**src/rtl/blit_pkg.sv**
```systemverilog
// Shared geometry, screen widths and FSM state
// encoding for the ring sprite blitter.
package blit_pkg;

  localparam int ROWS   = 66;
  localparam int COLS   = 59;
  localparam int ADDR_W = 7;
  localparam int X_W    = 10;
  localparam int Y_W    = 10;
  localparam int COL_W  = $clog2(COLS);

  typedef enum logic [2:0] {
    IDLE,
    FETCH,
    LOAD,
    EMIT,
    FINISH
  } state_t;

endpackage

```
**src/rtl/sprite_row_shifter.sv**
```systemverilog
// Holds one sprite row, presents the leftmost pixel
// and flags when the last column is on the output.
module sprite_row_shifter
  import blit_pkg::*;
(
  input  logic            clk,
  input  logic            rst_n,
  input  logic            load,
  input  logic            advance,
  input  logic [COLS-1:0] row_bits,
  output logic            bit_out,
  output logic            last
);

  logic [COLS-1:0]  sr;
  logic [COL_W-1:0] col;

  always_ff @(posedge clk or negedge rst_n) begin
    if (!rst_n) begin
      sr  <= '0;
      col <= '0;
    end else if (load) begin
      sr  <= row_bits;
      col <= '0;
    end else if (advance) begin
      sr  <= {sr[COLS-2:0], 1'b0};
      col <= col + 1'b1;
    end
  end

  assign bit_out = sr[COLS-1];
  assign last    = (col == COL_W'(COLS - 1));

endmodule

```
**src/rtl/sprite_blitter.sv**
```systemverilog
// Streams a ROM-resident sprite to the framebuffer
// one pixel per valid/ready handshake.
module sprite_blitter
  import blit_pkg::*;
(
  input  logic              clk,
  input  logic              rst_n,
  input  logic              start,
  input  logic [X_W-1:0]    start_x,
  input  logic [Y_W-1:0]    start_y,
  output logic              busy,
  output logic              done,
  output logic [ADDR_W-1:0] rom_addr,
  input  logic [COLS-1:0]   rom_data,
  output logic              pix_valid,
  input  logic              pix_ready,
  output logic [X_W-1:0]    pix_x,
  output logic [Y_W-1:0]    pix_y,
  output logic              pix_on
);

  state_t state, state_nxt;

  logic [ADDR_W-1:0] row;
  logic [X_W-1:0]    base_x;
  logic [Y_W-1:0]    base_y;
  logic              load, advance;
  logic              last_col, last_row;
  logic              xfer, accept, row_end;

  assign xfer     = pix_valid & pix_ready;
  assign accept   = (state == IDLE) & start;
  assign last_row = (row == ADDR_W'(ROWS - 1));
  assign row_end  = (state == EMIT) & xfer & last_col;

  always_ff @(posedge clk or negedge rst_n) begin
    if (!rst_n) state <= IDLE;
    else        state <= state_nxt;
  end

  always_comb begin
    state_nxt = state;
    load      = 1'b0;
    advance   = 1'b0;
    busy      = 1'b0;
    done      = 1'b0;
    unique case (state)
      IDLE: begin
        if (start) state_nxt = FETCH;
      end
      FETCH: begin
        busy      = 1'b1;
        state_nxt = LOAD;
      end
      LOAD: begin
        busy      = 1'b1;
        load      = 1'b1;
        state_nxt = EMIT;
      end
      EMIT: begin
        busy = 1'b1;
        if (xfer) begin
          if (!last_col)     advance   = 1'b1;
          else if (last_row) state_nxt = FINISH;
          else               state_nxt = FETCH;
        end
      end
      FINISH: begin
        done      = 1'b1;
        state_nxt = IDLE;
      end
      default: state_nxt = IDLE;
    endcase
  end

  // Address is set on entry to FETCH so a
  // registered ROM has its row ready for LOAD.
  always_ff @(posedge clk or negedge rst_n) begin
    if (!rst_n) begin
      row       <= '0;
      base_x    <= '0;
      base_y    <= '0;
      rom_addr  <= '0;
      pix_x     <= '0;
      pix_y     <= '0;
      pix_valid <= 1'b0;
    end else begin
      if (accept) begin
        base_x   <= start_x;
        base_y   <= start_y;
        row      <= '0;
        rom_addr <= '0;
      end
      if (load) begin
        pix_x     <= base_x;
        pix_y     <= base_y + Y_W'(row);
        pix_valid <= 1'b1;
      end
      if (advance) pix_x <= pix_x + 1'b1;
      if (row_end) begin
        pix_valid <= 1'b0;
        if (!last_row) begin
          row      <= row + 1'b1;
          rom_addr <= row + 1'b1;
        end
      end
    end
  end

  sprite_row_shifter u_shift (
    .clk      (clk),
    .rst_n    (rst_n),
    .load     (load),
    .advance  (advance),
    .row_bits (rom_data),
    .bit_out  (pix_on),
    .last     (last_col)
  );

endmodule

```
**config.mk**
```make
export PLATFORM = sky130hd
export DESIGN_NAME = sprite_blitter
export DESIGN_NICKNAME = d
export VERILOG_FILES = /design/src/rtl/blit_pkg.sv /design/src/rtl/sprite_row_shifter.sv /design/src/rtl/sprite_blitter.sv
export SDC_FILE = /design/constraint.sdc
export NUM_CORES = 1
export LEC_CHECK = 0
export ABC_AREA = 1
export CORE_MARGIN = 2
export CORE_UTILIZATION = 40
export CTS_CLUSTER_SIZE = 40
export DETAILED_ROUTE_END_ITERATION = 6
export PLACE_DENSITY = 0.65
export SETUP_SLACK_MARGIN = 0.05
export SLEW_MARGIN = 10
export SYNTH_ARGS = -nofsm -noshare
export SYNTH_HDL_FRONTEND = slang
export SYNTH_SLANG_ARGS = --single-unit
```
**constraint.sdc**
```tcl
create_clock -name clk -period 1.6 [get_ports clk]
set_input_delay 0.32 -clock clk [delete_from_list [all_inputs] [get_ports clk]]
set_output_delay 0.32 -clock clk [all_outputs]
set_load 0.01 [all_outputs]
```
* Word level (Yosys, flattened, before mapping)
Index checks and enable logic that the tools add are counted.
Word-level totals: logic and storage cells 57, input bits 83, register bits 123
Operators by class: bitwise gates (word level) 4, equal/unequal tests 9, reduce and logical (&&, ||, !) cells 5, multiplexer cells 25, $add $sub $neg 4
Operator list (count):
- two-way mux 59 bit | 2
- two-way mux 7 bit | 6
- two-way mux 10 bit | 2
- two-way mux 3 bit | 4
- two-way mux 6 bit | 2
- case mux 3 bit (4 select lines) | 1
- adder 10 x 1 -> 10 bit, second input constant | 1
- adder 10 x 7 -> 10 bit | 1
- two-way mux 1 bit | 8
- adder 7 x 1 -> 7 bit, second input constant | 1
- == test 7 bit, second input constant | 1
- adder 6 x 1 -> 6 bit, second input constant | 1
- == test 3 x 2 -> 1 bit, second input constant | 2
- == test 6 bit, second input constant | 1
- != test 2 bit, second input constant | 3
- AND 1 bit | 4
- nonzero test 2 bit | 2
- == test 3 x 1 -> 1 bit, second input constant | 1
- == test 3 bit, second input constant | 1
- zero test 3 bit | 1
- AND reduction 3 bit | 1
- OR reduction 3 bit | 1

* Longest topological paths before layout
Gate-level depths: netlist (run 1).
word-level depth 6, depth in mapped cells 10, mapped depth without buffers 10

* Cells and area by module
Synthesis (run 1) repeated with hierarchy kept, for this count alone.
Second synthesis, totals: cell total of the unflattened synthesis 642, area, all modules 5850.6 um2
By module, submodules not included:
- sprite_blitter | cells an instance 341, area each 3009.1 um2, seq. area each 1451.4 um2, times used 1
- sprite_row_shifter | cells an instance 301, area each 2841.5 um2, seq. area each 1626.6 um2, times used 1

* Worst setup path after synthesis (run 1)
No wires, ideal clock.
path type register to register, start point register row[0], end point register pix_y[6], buffers on the path 0, period minus slack after synthesis 1.755 ns, data arrival time 1.637 ns, path slack -0.155 ns, stages on the path, launching flop included 10, required time 1.482 ns, setup time 0.118 ns, path through dfrtp_1 ha_1 inv_1 fa_1 o21ai_0 nand2_1 nand2_1 nand2_1 nand3_1 nand2_1
On the way: word-level cells in the longest chain between the ends 1
RTL lines:
- from (decl) | RTL line sprite_blitter.sv:24 | logic [ADDR_W-1:0] row;
- from (signal assigned) | RTL line sprite_blitter.sv:103 | row <= row + 1'b1;
- adder 10 x 7 -> 10 bit | RTL line sprite_blitter.sv:96 | pix_y <= base_y + Y_W'(row);
- to (signal assigned) | RTL line sprite_blitter.sv:96
- to (decl) | RTL line sprite_blitter.sv:18 | output logic [Y_W-1:0] pix_y,
No other way between the ends. A chain may end at the register's enable or synchronous reset.

* Worst setup path in the final report (run 1)
start point register state[1], end point output busy
On the way: word-level cells in the longest chain between the ends 3
RTL lines:
- from (decl) | RTL line sprite_blitter.sv:22 | state_t state, state_nxt;
- from (signal assigned) | RTL line sprite_blitter.sv:38 | else state <= state_nxt;
- == test 3 x 2 -> 1 bit or == test 3 x 1 -> 1 bit (tied branches) | RTL line sprite_blitter.sv:47 | unique case (state)
- OR reduction 3 bit (no source line) (*)
- two-way mux 1 bit (*) | RTL line sprite_blitter.sv:47
- to (decl) | RTL line sprite_blitter.sv:11 | output logic busy,
Every way passes the cells marked *; elsewhere a longest branch is shown, timed or not.

==> results of run 1 <==
-- critical path, cell delays in order, from the launching register on --
cell and delay [ns]:
dfrtp_2 0.45, buf_6 0.14, nor2_4 0.15, nor2_4 0.06
buf_6 0.12
-- metal layers --
metal | vias up | wire (µm) | track usage
li1 | 2764 | - | -
met5 | - | 0 | 0
met4 | 0 | 398 | 0.0685
met2 | 184 | 10200 | 0.378
met3 | 36 | 871 | 0.0561
met1 | 2928 | 7950 | 0.274
-- power by group through the flow --
stage / logic (mW) / registers [mW] / clock network [mW]
final: 5.26 / 5.21 / 3.96
after global routing: 5.67 / 5.32 / 4.15
after CTS: 4.32 / 4.91 / 4.00
after detailed placement: 3.18 / 4.88 / 0
after global placement: 3.09 / 4.81 / 0
after floorplan: 1.82 / 4.77 / 0
-- area by class of cell --
cell class / instances / area [µm²]
repair buffers: 193 / 2150
multi-input cells: 526 / 3850
well taps: 184 / 230
flip-flops and latches: 123 / 3090
clock inverters: 8 / 115
inverters: 35 / 141
fillers: 1068 / 4520
clock buffers: 23 / 488
repair inverters: 2 / 10.0
-- worst max path at each step --
stage	to
global route	pix_y[8]
finish	busy
global placement	u_shift.col[2]
detailed placement	u_shift.col[2]
CTS	done
floorplan	pix_y[8]
-- through the flow --
step / instances / setup WS, ns / power (mW)
5_1_grt: 1094 / -0.104 / 15.1
3_3_place_gp: 1019 / -0.216 / 7.90
6_report: 1094 / -0.0485 / 14.4
3_5_place_dp: 1019 / -0.237 / 8.05
4_1_cts: 1077 / -0.0838 / 13.2
2_1_floorplan: 721 / 0.0530 / 6.59
-- cells by family (layout without fill, tap and decap cells) --
family / Yosys count / after routing / share of synthesized area
AO/OA/AOI/OAI: 53 / 53 / 0.0483
flip-flops: 123 / 123 / 0.512
XOR/XNOR: 10 / 10 / 0.0146
AND/OR/NAND/NOR: 432 / 432 / 0.310
adder cells (fa/ha/maj): 13 / 13 / 0.0283
buffers and inverters: 72 / 261 / 0.0525
multiplexers: 18 / 18 / 0.0337
-- cell usage in the layout (no fill, tap or decap), drive strengths merged, types with 2 or more instances in the layout --
cell	count
dfrtp	123
o21ai	32
o211ai	4
xor2	6
nor2	29
bufinv	3
buf	77
nand3b	4
a21oi	10
clkinv	5
nand2	238
inv	37
xnor2	4
o22ai	2
mux2	18
dlygate4sd2	29
nand4	5
clkdlybuf4s50	81
ha	12
nand3	149
clkbuf	28
nor3	4
-- cell usage after synthesis, types with 2 or more instances --
master	n	area [µm²]
nand3b_1	4	30.0
mux2_2	18	203
buf_6	3	33.8
nor2_2	3	18.8
nor3_1	4	20.0
nor2_1	25	93.8
nand4_1	5	31.3
buf_1	3	11.3
o21ai_1	4	20.0
nand2_1	237	890
xor2_1	6	52.6
inv_2	2	7.51
inv_1	33	124
clkbuf_1	15	56.3
xnor2_1	4	35.0
o211ai_1	4	30.0
o22ai_1	2	12.5
dfrtp_1	123	3080
buf_2	15	75.1
o21ai_0	28	140
nand3_1	149	746
a21oi_1	10	50.1
ha_1	12	150
-- registers in the layout, indices dropped and copies added (netlist names) --
signal and count:
base_x 10, base_y 10, pix_valid 1, pix_x 10
pix_y 10, rom_addr 7, row 7, state 3
u_shift.col 6, u_shift.sr 59
-- what timing repair did --
item / 4_1_cts / 5_1_grt
setup endpoints to repair: 119 / 101
resized for setup: 157 / 176
pin swaps: 40 / 47
hold endpoints to repair: 10 / 0
hold buffers: 1 / 0
cloned: 11 / 5
buffers inserted: 15 / 17
==> results.toml, run 1 <==
[global_routing]
track_usage = 0.221
overflow = 0
antenna_found_initial = 0
grt_pass1_wl_um = 28300
grt_start_max_net_pins = 61
grt_pass1_vias = 5833

[outcome]
failed_checks = "setup timing"
run_status = "complete, but fails checks"

[sta]
max_freq_mhz = 607
setup_viol = 28
slew_viol_final = 0
fin_ws_ns = -0.0485
fin_hold_ws_ns = 0.306
final.setup.tns_ns = -0.414
rsz0062_at_grt = "yes"
post-route-period-util = 1.03
worst_pin_slew_ns = 0.404
final_hold_viol_count = 0
finalCriticalPeriod_ns = 1.65
relSlewSlack = 0.728
clock_skew_ns = 0.0133

[power]
irDropWorstVdd_mv = 0.898
pwr-share-clk = 0.275
power_frac_comb = 0.364
p_sw_mw = 4.99
intPower_mw = 9.44
leakage_nw = 4.85
switching_share = 0.346
p_seq_frac = 0.361
power_density_mw_per_mm2 = 1430

[final_layout]
n_antenna_cell = 0
stdcell_area_mm2 = 0.0101
layout.nets = 994
final_core_util = 0.690
area_delta_synth_final_pct = 67.6
layout-drive-gt1-share = 0.368

[floorplanning]
fp.dieW_um = 127
die_h_um = 127
dieArea_mm2 = 0.0160
std_cell_rows = 44
pin_count = 114
start_util = 0.412
core_mm2 = 0.0146

[synthesis]
netlist_area_mm2 = 0.00601
syn_nets = 817
avgSynthCellArea_um2 = 8.33
synth_seq_cells = 123
synth_cell_types = 35
dominantRegCellSynth = "dfrtp_1"
synthArstFlopShare = 1.00
synth_edf_count = 0
synth_cells = 721
seq_area_frac_synth = 0.512
yosys_warnings = 0

[worst_setup_path]
critical_path_class = "reg2out"
rr_startpoint = "state[2]"
arrival_ns = 1.33
reg2reg_to = "u_shift.sr[27]"
crit_path_start_kind = "register"
crit_required_ns = 1.28
worstPathMaxFanout = 4
cp-end-kind = "output port"
r2r_setup_slack_ns = -0.04
critPathLaunch = "state[1]"
rr_worst_depth = 9

[clock_tree]
h-tree-depth = 4
cts_tree = "built"
clk_latency_ns = 0.43
clk_path_buf_depth = 2
cts_num_sinks = 123
clk_pin_slew_ns = 0.05
cts_buffers = 17
clockRootBuffer = "clkbuf_16"

[job]
maxCapViolations = 0

[placement]
port_buffers = 113
placed_area_mm2 = 0.00762
place_congestion = 0.858
dpl.hpwl_um = 10500

[detailed_routing]
remaining_drc_errors = 0
wire_per_inst_um = 17.7
drt_wl_total_um = 19400
num_vias = 5912
viasPerCell = 5.40
drtIter0Drc = 358
ant_nets = 0
dr.pass1.iters = 5

[hold_path]
hold_path.class = "in2async"
No activity file was read; power rests on OpenSTA's default activity.
==> run 2, diff against run 1 <==
CORE_MARGIN = not set   (was 2)
DONT_BUFFER_PORTS = 1   (was not set)
GPL_TIMING_DRIVEN = 0   (was not set)
PLACE_DENSITY = 0.55   (was 0.65)
==> run 2 against run 1 <==
Effect of this change: the flow finishes with violations (hold timing, setup timing); sequential power increased by 1%; combinational power fell by 16%; cell count decreased by 9.0%; highest routed layer unchanged; clock-buffer cell count decreased by 6; cell area fell by 13%; total power down 2.0%; critical endpoint is now u_shift.sr[45]; sequential share of layout area grew 4.5 points.
==> results.toml, run 2 (same netlist as run 1, synthesis figures left out) <==
[detailed_routing]
drtIter0Drc = 313
wire_per_inst_um = 17.8
ant_nets = 0
viasPerCell = 5.42
remaining_drc_errors = 0
dr.pass1.iters = 5
drt-met1-wl_um = 7280
route.met2.wl_um = 9340
met3_length_um = 853
num_vias = 5397
drt_wl_total_um = 17700
top_layer = "met4"

[sta]
fin_hold_ws_ns = -0.410
final.setup.tns_ns = -0.127
final_hold_viol_count = 123
relSlewSlack = 0.764
slew_viol_final = 0
rsz0062_at_grt = "yes"
setup_viol = 5
fin_ws_ns = -0.0341
max_freq_mhz = 612
post-route-period-util = 1.02
finalCriticalPeriod_ns = 1.63
worst_pin_slew_ns = 0.351
clock_skew_ns = 0.0125

[outcome]
failed_checks = "hold timing, setup timing"
run_status = "complete, but fails checks"

[floorplanning]
std_cell_rows = 44
core_mm2 = 0.0146
fp.dieW_um = 125
dieArea_mm2 = 0.0155
pin_count = 114
die_h_um = 125
start_util = 0.412

[worst_setup_path]
crit_chain = "nor2_1, nand2_2, inv_2, nor2_4, buf_12, buf_12, buf_8, nand2_2, nand3_2"
critPathLaunch = "state[2]"
r2r_setup_slack_ns = -0.03
arrival_ns = 1.94
crit_required_ns = 1.91
path_buf_inv = 4
critical_path_class = "reg2reg"
cp.depth = 9
slowest_stage = "dfrtp_2"
cp-endpoint = "u_shift.sr[45]"
cp-end-kind = "register"
crit_path_start_kind = "register"
rr_startpoint = "state[2]"
critPathMaxStageDelay_ns = 0.46
cpLargestDelayFamily = "buffers and inverters"
reg2reg_to = "u_shift.sr[45]"
rr_worst_depth = 9
worstPathMaxFanout = 6

[final_layout]
largest-register = "u_shift.sr"
stdcell_area_mm2 = 0.00881
stdcell_count = 995
layout.nets = 894
layout-drive-gt1-share = 0.423
final_common_cell = "nand2_1"
fillerInstances = 1178
area_delta_synth_final_pct = 46.6
n_antenna_cell = 0
largest_register_ffs = 59
final_cell_mix = "nand2_1 (174), dfrtp_1 (112), nand3_2 (73), nand3_1 (73), buf_4 (33)"

[global_routing]
grt_pass1_vias = 5286
overflow = 0
antenna_found_initial = 0
grt_pass1_wl_um = 26800
grt_start_max_net_pins = 124
track_usage = 0.221

[power]
switching_share = 0.336
p_sw_mw = 4.74
power_density_mw_per_mm2 = 1600
intPower_mw = 9.39
irDropWorstVdd_mv = 0.883
leakage_nw = 4.36
power_frac_comb = 0.314
pwr-share-clk = 0.313
p_seq_frac = 0.373
power.total_mw = 14.1

[clock_tree]
clk_path_buf_depth = 2
cts_buffers = 17
h-tree-depth = 4
clockRootBuffer = "clkbuf_16"
cts_tree = "built"
clk_pin_slew_ns = 0.06
cts_num_sinks = 123
clk_latency_ns = 0.43

[placement]
place_congestion = 0.770
port_buffers = 0
place_ws_ns = -0.417
dpl.hpwl_um = 10400
placedCellCount = 905
placed_area_mm2 = 0.00626

[job]
maxCapViolations = 0

[hold_path]
hold_path.class = "in2async"
-- run 2: final cells by class --
| cell class | instances | area (µm²) | share of cell area |
|---|---|---|---|
| plain buffers | 35 | 362 | 0.0410 |
| multi-input cells | 526 | 3620 | 0.410 |
| inverters | 35 | 144 | 0.0163 |
| clock buffers | 17 | 425 | 0.0483 |
| clock inverters | 15 | 245 | 0.0278 |
| well taps | 184 | 230 | 0.0261 |
| repair buffers | 60 | 698 | 0.0792 |
| flip-flops and latches | 123 | 3090 | 0.351 |
-- run 2: repair_timing --
item | in CTS | in global routing
pin swaps | 25 | 54
gates resized for setup | 169 | 196
cloned | 10 | 5
endpoints found under the hold margin | 123 | 123
setup endpoints to repair | 113 | 105
buffers inserted | 26 | 21
-- run 2: stage by stage --
step	utilization	hold slack (ns)
6_report	0.604	-0.410
2_1_floorplan	-	0.0244
3_5_place_dp	0.429	0.0311
4_1_cts	0.545	-0.421
5_1_grt	0.604	-0.431
3_3_place_gp	0.429	0.0305
-- run 2: layer usage --
layer | vias to the layer above | track usage
met5 | - | 0
met4 | 0 | 0.0822
met3 | 21 | 0.0674
met2 | 111 | 0.370
met1 | 2701 | 0.268
li1 | 2564 | -
-- run 2: worst min-delay path by stage --
stage	from	endpoint	slack, ns
2_1_floorplan	rst_n	base_x[0]	0.02
3_3_place_gp	rst_n	pix_x[7]	0.03
3_5_place_dp	rst_n	pix_x[7]	0.03
4_1_cts	rst_n	pix_x[7]	-0.42
5_1_grt	rst_n	pix_x[7]	-0.43
6_report	rst_n	pix_x[7]	-0.41
-- run 2: power by group through the flow --
stage / combinational, mW / sequential, mW / clock (mW)
global placement: 2.19 / 4.95 / 0
CTS: 3.74 / 5.05 / 4.48
global route: 4.83 / 5.41 / 4.65
finish: 4.44 / 5.27 / 4.42
detailed placement: 2.28 / 4.99 / 0
floorplan: 1.82 / 4.77 / 0
